## config.mk

```make
export PLATFORM = sky130hd
export DESIGN_NAME = fifo_read_skid_stage
export DESIGN_NICKNAME = d
export VERILOG_FILES = /design/src/rtl/fifo_cdcc_pkg.sv /design/src/rtl/fifo_read_skid_stage.sv
export SDC_FILE = /design/constraint.sdc
export NUM_CORES = 1
export LEC_CHECK = 0
export CORE_MARGIN = 3
export CORE_UTILIZATION = 32
export CTS_CLUSTER_DIAMETER = 100
export DETAILED_ROUTE_END_ITERATION = 6
export HOLD_SLACK_MARGIN = 0.03
export SLEW_MARGIN = 20
export SYNTH_ARGS = -nofsm -noshare
export SYNTH_HDL_FRONTEND = slang
export SYNTH_SLANG_ARGS = --single-unit
```

## constraint.sdc

```tcl
create_clock -name rd_clk -period 3.4 [get_ports rd_clk]
set_input_delay 0.68 -clock rd_clk [delete_from_list [all_inputs] [get_ports rd_clk]]
set_output_delay 0.68 -clock rd_clk [all_outputs]
set_load 0.02 [all_outputs]
```

## src/rtl/fifo_cdcc_pkg.sv

```systemverilog
// Shared constants and types for the CDC FIFO read and write sides.
// Holds pointer widths and the read skid stage state encoding.
package fifo_cdcc_pkg;

    // Pointer geometry shared by the gray-pointer controllers.
    localparam int ADDR_BITS = 4;
    localparam int PTR_BITS  = ADDR_BITS + 1;

    // Read skid stage occupancy states; the encoding equals the level.
    typedef enum logic [1:0] {
        EMPTY = 2'd0,
        ONE   = 2'd1,
        TWO   = 2'd2
    } skid_state_e;

    function automatic logic [1:0] skid_level(input skid_state_e s);
        logic [1:0] lvl;
        lvl = 2'd0;
        unique case (s)
            ONE:     lvl = 2'd1;
            TWO:     lvl = 2'd2;
            default: lvl = 2'd0;
        endcase
        return lvl;
    endfunction

endpackage

```

## src/rtl/fifo_read_skid_stage.sv

```systemverilog
// Read-side output stage of the CDC FIFO: two-entry skid buffer with a
// registered ready toward the read controller and valid/ready output.
//
// Ports:
//   rd_clk, rd_rst    read clock, async active-high reset
//   i_valid, i_data   tail word from controller / BRAM
//   o_dready          accept (registered) back to the controller
//   i_flush           synchronous discard of buffered words
//   o_valid, o_data   output word, held while stalled
//   i_dready          downstream ready
//   o_level           buffered words, 0..2
//   o_count           words delivered since reset, wraps
module fifo_read_skid_stage
    import fifo_cdcc_pkg::*;
#(
    parameter int INT_DATA_WIDTH = 32,
    parameter int INT_CNT_BITS   = 32
) (
    input  logic                      rd_clk,
    input  logic                      rd_rst,
    input  logic                      i_valid,
    input  logic [INT_DATA_WIDTH-1:0] i_data,
    output logic                      o_dready,
    input  logic                      i_flush,
    output logic                      o_valid,
    output logic [INT_DATA_WIDTH-1:0] o_data,
    input  logic                      i_dready,
    output logic [1:0]                o_level,
    output logic [INT_CNT_BITS-1:0]   o_count
);

    skid_state_e               state_q;
    skid_state_e               state_d;
    logic [INT_DATA_WIDTH-1:0] main_q;
    logic [INT_DATA_WIDTH-1:0] skid_q;
    logic                      dready_q;
    logic [INT_CNT_BITS-1:0]   count_q;

    logic ut;
    logic dt;
    logic load_main;
    logic main_from_skid;
    logic load_skid;

    assign ut = i_valid & dready_q;
    assign dt = (state_q != EMPTY) & i_dready;

    always_comb begin
        state_d        = state_q;
        load_main      = 1'b0;
        main_from_skid = 1'b0;
        load_skid      = 1'b0;
        unique case (state_q)
            EMPTY: begin
                if (ut) begin
                    state_d   = ONE;
                    load_main = 1'b1;
                end
            end
            ONE: begin
                if (ut && dt) begin
                    load_main = 1'b1;
                end else if (ut) begin
                    state_d   = TWO;
                    load_skid = 1'b1;
                end else if (dt) begin
                    state_d = EMPTY;
                end
            end
            TWO: begin
                // ready is low here, so only a drain can happen
                if (dt) begin
                    state_d        = ONE;
                    load_main      = 1'b1;
                    main_from_skid = 1'b1;
                end
            end
            default: state_d = EMPTY;
        endcase
        // flush drops buffered words; a concurrent UT is swallowed
        if (i_flush) begin
            state_d = EMPTY;
        end
    end

    always_ff @(posedge rd_clk or posedge rd_rst) begin
        if (rd_rst) begin
            state_q  <= EMPTY;
            dready_q <= 1'b0;
            count_q  <= '0;
        end else begin
            state_q  <= state_d;
            dready_q <= (state_d != TWO);
            if (dt) begin
                count_q <= count_q + 1'b1;
            end
        end
    end

    // data path carries no reset; validity comes from state_q
    always_ff @(posedge rd_clk) begin
        if (load_main) begin
            main_q <= main_from_skid ? skid_q : i_data;
        end
        if (load_skid) begin
            skid_q <= i_data;
        end
    end

    assign o_dready = dready_q;
    assign o_valid  = (state_q != EMPTY);
    assign o_data   = main_q;
    assign o_level  = skid_level(state_q);
    assign o_count  = count_q;

endmodule

```

==> flow_summary.ini <==
[placed_design]
gp_congestion = 0.801
hpwl_mm = 5.60
portBuffers = 104
place_area_sq_um = 5230
dp_slack_ps = 535
dpl.cell_count = 515

[detailed_routing]
avgRoutedWirePerCell_um = 15.7
wl_mm = 8.35
viasPerCell = 4.56
vias = 2421
drtAntennaViolNets = 0
drtPass1Iterations = 4
drcViolationCount = 0
drt_iter0_markers = 118

[cts]
cts_tree = built
numCtsBuffers = 9
post_cts_buffers = 0
cts_root_buf = clkbuf_16
cts_max_level = 3
post_cts_resized = 0
clock-sinks = 99
clkTransAtPathRegs_ps = 70
cts.path.max_buffers = 2
ctsHoldBuffers = 0
clk_latency_ps = 340

[power]
internal-power_mw = 2.06
swShare_pct = 25.2
powerDensity_nw_per_um2 = 501
clockPowerShare_pct = 34.5
peakVddDrop_mv = 0.273
switchingPower_uw = 696
p_leak_nw = 2.07
seqPwrFrac_pct = 51.7
finalPower_mw = 2.76
combinationalPowerShare_pct = 13.8

[logic_synthesis]
synth_warnings = 0
synth_area_leader_cell = edfxtp_1
yosys.cell_types.count = 35
ys_seq_elements = 99
synth_commonest_cells = 64 x edfxtp_1, 35 x dfrtp_1, 31 x mux2_2
synth_edf_count = 64
yosysTopAreaCellShare_pct = 48.1
synthCells = 249
yosysMostFrequentCell = edfxtp_1
synth.avg_cell_area_sq_um = 16.1
synth_nets = 287
syn_area_sq_um = 4000
synth_ff_type = edfxtp_1
yosys-top-cells-area = edfxtp_1 48%, dfrtp_1 22%, mux2_2 8.7%, xnor2_1 5.9%, nand4_1 2.3%
synthArstFlopShare_pct = 35.4
seq_area_frac_synth_pct = 70.0

[timing]
timing.final.crit_share_pct = 72.7
setup_viol = 0
max_freq_ghz = 0.404
rsz0062_at_grt = false
relSlewSlack_pct = 35.9
clock_skew_ps = 7.05
maxSlewViolCount = 0
layout_min_cycle_time_ps = 2470
tightest_slew_ps = 958
holdWs_ps = 477
finalHoldViolations = 0
fin_tns_setup_ps = 0
finalWorstSetupSlack_ps = 927

[die]
die_h_um = 118
dieArea_sq_um = 13900
start_util_pct = 33.0
rows = 40
core_area_sq_um = 12100
dieWidth_um = 118
pin_count = 105

[critical_path]
worst_ep_required_time_ps = 3370
critPathKind = in2reg
worstPathArrival_ps = 2440
setup.worst_path.start_class = input pin
worstPathMaxFanout = 32
cp-end-kind = flop

[global_route]
grt_usage_pct = 12.7
grt_pass1_wl_mm = 13.9
antenna_found_initial = 0
overflow = 0
grt_pass1_vias = 2580
grt_max_degree = 36

[layout]
utilization_pct = 45.5
nets = 396
nFillCells = 1125
final_cells = 531
area_delta_synth_final_pct = 37.7
diodes = 0
drive_above_1_share_pct = 15.7
final_cell_area_sq_um = 5510

[hold_path]
hp-class = reg2reg

[run]
max_cap_viol_count = 0

[outcome]
status = finished clean
==> logic make-up after synthesis <==
family | synth area share [%]
mux | 9.01
flops | 70.0
buf+inv | 1.91
compound gates | 1.66
xor+xnor | 6.79
fa+ha+maj | 0.313
simple gates | 10.3
==> final timing paths <==
check,from,endpoint,slack [ps],cells past startpoint
setup / recovery,i_dready,o_data[28]$_DFFE_PP_,930,3
hold / removal,o_count[31]$_DFFE_PP0P_,o_count[31]$_DFFE_PP0P_,480,1
setup reg to reg,state_q[1]$_DFF_PP0_,o_data[26]$_DFFE_PP_,1560,5
hold reg to reg,o_count[31]$_DFFE_PP0P_,o_count[31]$_DFFE_PP0P_,480,1
max in group asynchronous,rd_rst,o_count[5]$_DFFE_PP0P_,2330,3
min in group asynchronous,rd_rst,o_count[25]$_DFFE_PP0P_,750,3
==> state kept, by name, summed over array words and instances (netlist names) <==
| register | flops |
|---|---|
| o_data | 32 |
| o_count | 32 |
| skid_q | 32 |
| state_q | 2 |
| o_dready | 1 |
==> cell usage in the layout (no fill, tap or decap), drive strengths merged, types with 4 or more instances in the layout <==
master / n
clkdlybuf4s50: 104
xor2: 4
nand4: 16
and3: 9
inv: 7
nand2: 13
nand3: 8
edfxtp: 64
and4: 6
nor2: 4
clkbuf: 10
dfrtp: 35
xnor2: 27
mux2: 32
==> routing by layer <==
layer / share of wire [%] / global-route usage [%] / vias to the layer above / wire (um)
met4: 0.96 / 3.96 / 0 / 80
met1: 49 / 17.3 / 1186 / 4050
met2: 43 / 17.8 / 89 / 3600
li1: - / - / 1139 / -
met3: 7.3 / 6.25 / 7 / 613
met5: 0 / 0 / - / 0
==> worst max-delay path: stages <==
cell             delay, ps
clkdlybuf4s50_1        720
nand3_1                220
o21bai_4               790
==> layout make-up <==
class,count,area (sq um),share of cell area [%]
tap,168,210,3.82
clock buffer,10,229,4.16
inverter,4,15.0,0.273
timing repair buffer,107,1060,19.3
clock inverter,6,47.5,0.864
sequential,99,2800,50.8
multi-input combinational,137,1140,20.8
==> power groups by stage <==
stage          Sequential [mW]  Combinational, mW  Clock (mW)
3_5_place_dp              1.45              0.386           0
4_1_cts                   1.43              0.388        1.00
2_1_floorplan             1.52              0.102           0
5_1_grt                   1.44              0.411        1.06
3_3_place_gp              1.45              0.386           0
6_report                  1.43              0.381       0.953
(Power assumes the default switching activity.)
==> RTL edit 1: new RTL, same flow settings <==
The parameter `INT_CNT_BITS` goes from 32 to 64.
--- a/src/rtl/fifo_read_skid_stage.sv
+++ b/src/rtl/fifo_read_skid_stage.sv
@@ -16,3 +16,3 @@
     parameter int INT_DATA_WIDTH = 32,
-    parameter int INT_CNT_BITS   = 32
+    parameter int INT_CNT_BITS   = 64
 ) (
Ports: changed (resized o_count); port bits go from 105 to 137. The function was not compared with the original's and may differ.
==> RTL edit 1 against the unedited design <==
  * Register-to-register slack got worse by 0.73 ns
  * Largest power group is now the clock network
  * Critical endpoint is now o_count[62]
  * Largest cell class unchanged
  * Wire length increased by 51%
  * Sequential share of layout area decreased by 4.2 points
  * Sequential cell count increased by 32
  * Area after synthesis increased by 36%
  * Total power increased by 48%
  * Setup slack got worse by 0.16 ns
  * Cell area increased by 40%
  * Synthesized cell count increased by 59%
==> RTL edit 1: results (changes against the unedited design) <==
Post-synth top flop dfrtp_1; Synth Area in Compound Gates 0.646% (-1.0 points); hold_sp o_count[63]; # port buffers 136 (+31%); Seq/Total Area, Yosys 66.4% (-3.6 points); mux contribution to synthesized area 6.65% (-2.4 points); Final #Nets 589 (+49%); Peak VDD IR 0.000339 V (+24%); first-pass GRT wire length 20200 µm (+46%); worst r2r path cells 6 (+1); Hold Slack 0.472 ns (-0.00425 ns); clk_lat worst skew 0.41 ns (+0.07 ns); Vias/cell 4.77 (+4.7%); FFs w/ async S/R, synth 51.1% (+16 points); Initial DRT Pass Iterations 4 (unchanged); vias in the first global route 3905 (+51%); pre-CTS WS 0.343 ns (-0.192 ns); clock period minus worst slack 2.63 ns (+0.158 ns); Post-DP Area 7110 µm² (+36%); Setup Skew 0.00805 ns (+0.00100 ns); Placer Congestion 0.787 (-1.7%); Wirelength per Cell 16.2 µm (+3.0%); Post-synth EDFFs 64 (unchanged); FILL cells 1442 (+28%); Synth Area in XOR/XNOR 10.2% (+3.4 points); DRT iter0 DRCs 180 (+53%); layout cell share with drive strength beyond 1 14.2% (-1.5 points); synth top area cells edfxtp_1 35%, dfrtp_1 31%, xnor2_1 7.4%, mux2_2 6.6%, xor2_1 2.7%; flop-to-flop setup slack 0.83 ns (-0.73 ns); critical path type in -> reg; Avg Inst Size Synth 13.7 µm² (-15%); Num CTS Buffers 17 (+8); Lkg Pwr 0.00300 µW (+45%); Inst Count DP 748 (+45%); post-synthesis adder-cell area fraction 0.231% (-0.082 points); worst reg2reg path startpoint o_count[0]; Crit Path Max Fanout 8 (-75%); slew margin rel. 35.9% (about the same); status finished, final reports clean; post-synth net total 435 (+52%); total track usage 14.0% (+1.3 points); via count 3723 (+54%); Synth top cells by count 67 x dfrtp_1, 64 x edfxtp_1, 46 x xnor2_1; Worst Path Arrival 2.92 ns (+0.48 ns); synth unique cells 33 (-5.7%); post-DP HPWL 8600 µm (+54%)
==> RTL edit 1: critical path, stage by stage <==
cell	delay, ns
clkdlybuf4s50_1	0.50
o21ai_2	0.12
or4_1	0.47
or4_4	0.61
or3_1	0.41
xnor2_1	0.13
==> RTL edit 1: layout make-up <==
cell class / instances / area [µm²] / area share, %
Sequential cell: 131 / 3600 / 46.6
Multi-Input combinational cell: 251 / 1780 / 23.0
Timing Repair Buffer: 145 / 1440 / 18.7
Clock buffer: 17 / 425 / 5.51
Tap cell: 216 / 270 / 3.50
Clock inverter: 15 / 189 / 2.45
Inverter: 5 / 18.8 / 0.243
==> RTL edit 1: report_power, final <==
group | total [µW] | internal (µW) | switching (µW)
logic | 383 | 191 | 192
clock network | 1900 | 1220 | 680
registers | 1800 | 1750 | 49.5
total | 4080 | 3160 | 921
==> RTL edit 1: layer usage <==
metal	global-route usage [%]	part of all wire [%]
met3	4.70	7.1
met2	21.7	46
met1	18.3	46
met4	5.21	1.4
met5	0	0
==> RTL edit 2: new RTL, config.mk and constraints unchanged <==
Made on the original files. The 3 states of `skid_state_e` get a one-hot encoding in 3 bits.
--- a/src/rtl/fifo_cdcc_pkg.sv
+++ b/src/rtl/fifo_cdcc_pkg.sv
@@ -9,6 +9,6 @@
     // Read skid stage occupancy states; the encoding equals the level.
-    typedef enum logic [1:0] {
-        EMPTY = 2'd0,
-        ONE   = 2'd1,
-        TWO   = 2'd2
+    typedef enum logic [2:0] {
+        EMPTY = 3'b001,
+        ONE   = 3'b010,
+        TWO   = 3'b100
     } skid_state_e;
Formal check against the unedited RTL: same outputs for any inputs over 10 cycles, from zero or initial values and one cycle with rd_rst high; not proved beyond that.
==> RTL edit 2 against the unedited design <==
  * Cell area grew 2.2%
  * Critical path depth did not move
  * Area after synthesis is 1.8% higher
  * Setup slack worse by 0.19 ns
  * Total power is 2.0% lower
  * Core utilization is 0.62 points higher
  * Wire length rose by 5.3%
  * Non-clock buffer count rose by 4
  * Sequential cell count up 1
  * Critical endpoint is now o_valid
  * Via count grew 15%
  * Maximum frequency decreased by 7.0%
  * Register-to-register slack worse by 0.15 ns
  * Critical path type is now reg -> out
==> RTL edit 2: results (changes against the unedited design) <==
FFs w/ async S/R, synth 36.0% (+0.65 points); synth top area cells edfxtp_1 47%, dfrtp_1 22%, nand2_1 10%, xnor2_1 5.6%, nand3_1 2.5%; H-tree Lvls 3 (unchanged); synth unique cells 33 (-5.7%); via count 2795 (+15%); Placer Congestion 0.809 (+1.1%); layout cell share with drive strength beyond 1 7.17% (-8.5 points); total track usage 12.7% (+0.016 points); post-DP HPWL 5960 µm (+6.5%); Final Routed Wirelength 8790 µm (+5.3%); Final #Nets 479 (+21%); status finished, final reports clean; FILL cells 1159 (+3.0%); Lkg Pwr 0.00218 µW (+5.5%); antenna diode count 0 (unchanged); Synth top cells by count 108 x nand2_1, 64 x edfxtp_1, 35 x dfrtp_1; initial antenna violation count 0 (unchanged); first-pass GRT wire length 14500 µm (+4.2%); slew margin rel. 55.8% (+20 points); Worst Path Arrival 1.98 ns (-0.46 ns); # Post-CTS Setup Buffers 0 (unchanged); Peak VDD IR 0.000291 V (+6.7%); Crit Path Max Fanout 7 (-78%); largest net degree at the start of global routing 37 (+2.8%); Seq/Total Area, Yosys 69.4% (-0.60 points); post-synth net total 369 (+29%); Setup Skew 0.00803 ns (+0.000977 ns); Initial DRT Pass Iterations 4 (unchanged); Post-CTS Resized 0 (unchanged); DRT iter0 DRCs 165 (+40%); Post-synth EDFFs 64 (unchanged); worst hold path type reg -> reg; Yosys warning count 0 (unchanged); top cell type's share of synthesized area 47.2% (-0.86 points)
-- RTL edit 2: changes by cell type after synthesis, moves of 4 or more --
cell / unedited run / this run
nor4_1: 0 / 4
nand3_1: 8 / 20
clkbuf_1: 0 / 4
and3_1: 9 / 4
mux2_2: 31 / 0
and4_1: 6 / 0
nand2_1: 13 / 108
nand4_1: 15 / 11
-- RTL edit 2: final cells by class --
cell class | instances | area, µm² | share of cell area (%)
Sequential cell | 100 | 2820 | 50.2
Multi-Input combinational cell | 214 | 1200 | 21.3
Timing Repair Buffer | 111 | 1090 | 19.4
Clock buffer | 9 | 225 | 4.00
Tap cell | 168 | 210 | 3.74
Clock inverter | 7 | 58.8 | 1.05
Inverter | 5 | 18.8 | 0.334
-- RTL edit 2: metal layers --
layer / track usage (%) / up-vias / wire, µm
li1: - / 1357 / -
met1: 16.6 / 1320 / 4180
met2: 19.6 / 104 / 3870
met3: 4.21 / 14 / 593
met4: 4.85 / 0 / 155
met5: 0 / - / 0
-- RTL edit 2: worst paths after layout --
kind | from | end | slack [ns] | cells after the start
setup / recovery | state_q[0] | o_valid | 0.74 | 3
hold / removal | o_count[31] | o_count[31] | 0.49 | 1
setup reg to reg | state_q[2] | o_data[21] | 1.41 | 4
hold reg to reg | o_count[31] | o_count[31] | 0.49 | 1
max in group asynchronous | rd_rst | state_q[0] | 2.30 | 3
min in group asynchronous | rd_rst | o_count[11] | 0.75 | 3
-- RTL edit 2: kinds of logic after synthesis --
logic type | count (synthesis) | share of synthesized area, %
buf+inv | 17 | 1.94
compound gates | 9 | 1.35
mux | 1 | 0.246
flops | 100 | 69.4
xor+xnor | 31 | 6.67
fa+ha+maj | 1 | 0.307
simple gates | 172 | 20.1
-- RTL edit 2: stage by stage --
stage | total power (µW) | std cells | area (µm²) | setup slack, ns | hold WS [ns]
after global placement | 1770 | 598 | 5340 | 0.852 | 0.467
after CTS | 2750 | 614 | 5630 | 0.715 | 0.491
after floorplan | 1590 | 331 | 4080 | 0.211 | 0.484
final | 2700 | 614 | 5630 | 0.742 | 0.491
after detailed placement | 1770 | 598 | 5340 | 0.839 | 0.474
after global routing | 2820 | 614 | 5630 | 0.625 | 0.501
-- RTL edit 2: report_power, final --
group / total, µW / switching (µW) / internal, µW
Combinational: 335 / 170 / 165
Sequential: 1410 / 48.4 / 1360
Clock: 959 / 454 / 505
-- RTL edit 2: worst max-delay path: stages, from the launching register on --
cell,delay [ns]
dfstp_2,0.59
nor3b_4,0.40
inv_2,0.09
clkdlybuf4s50_1,0.56
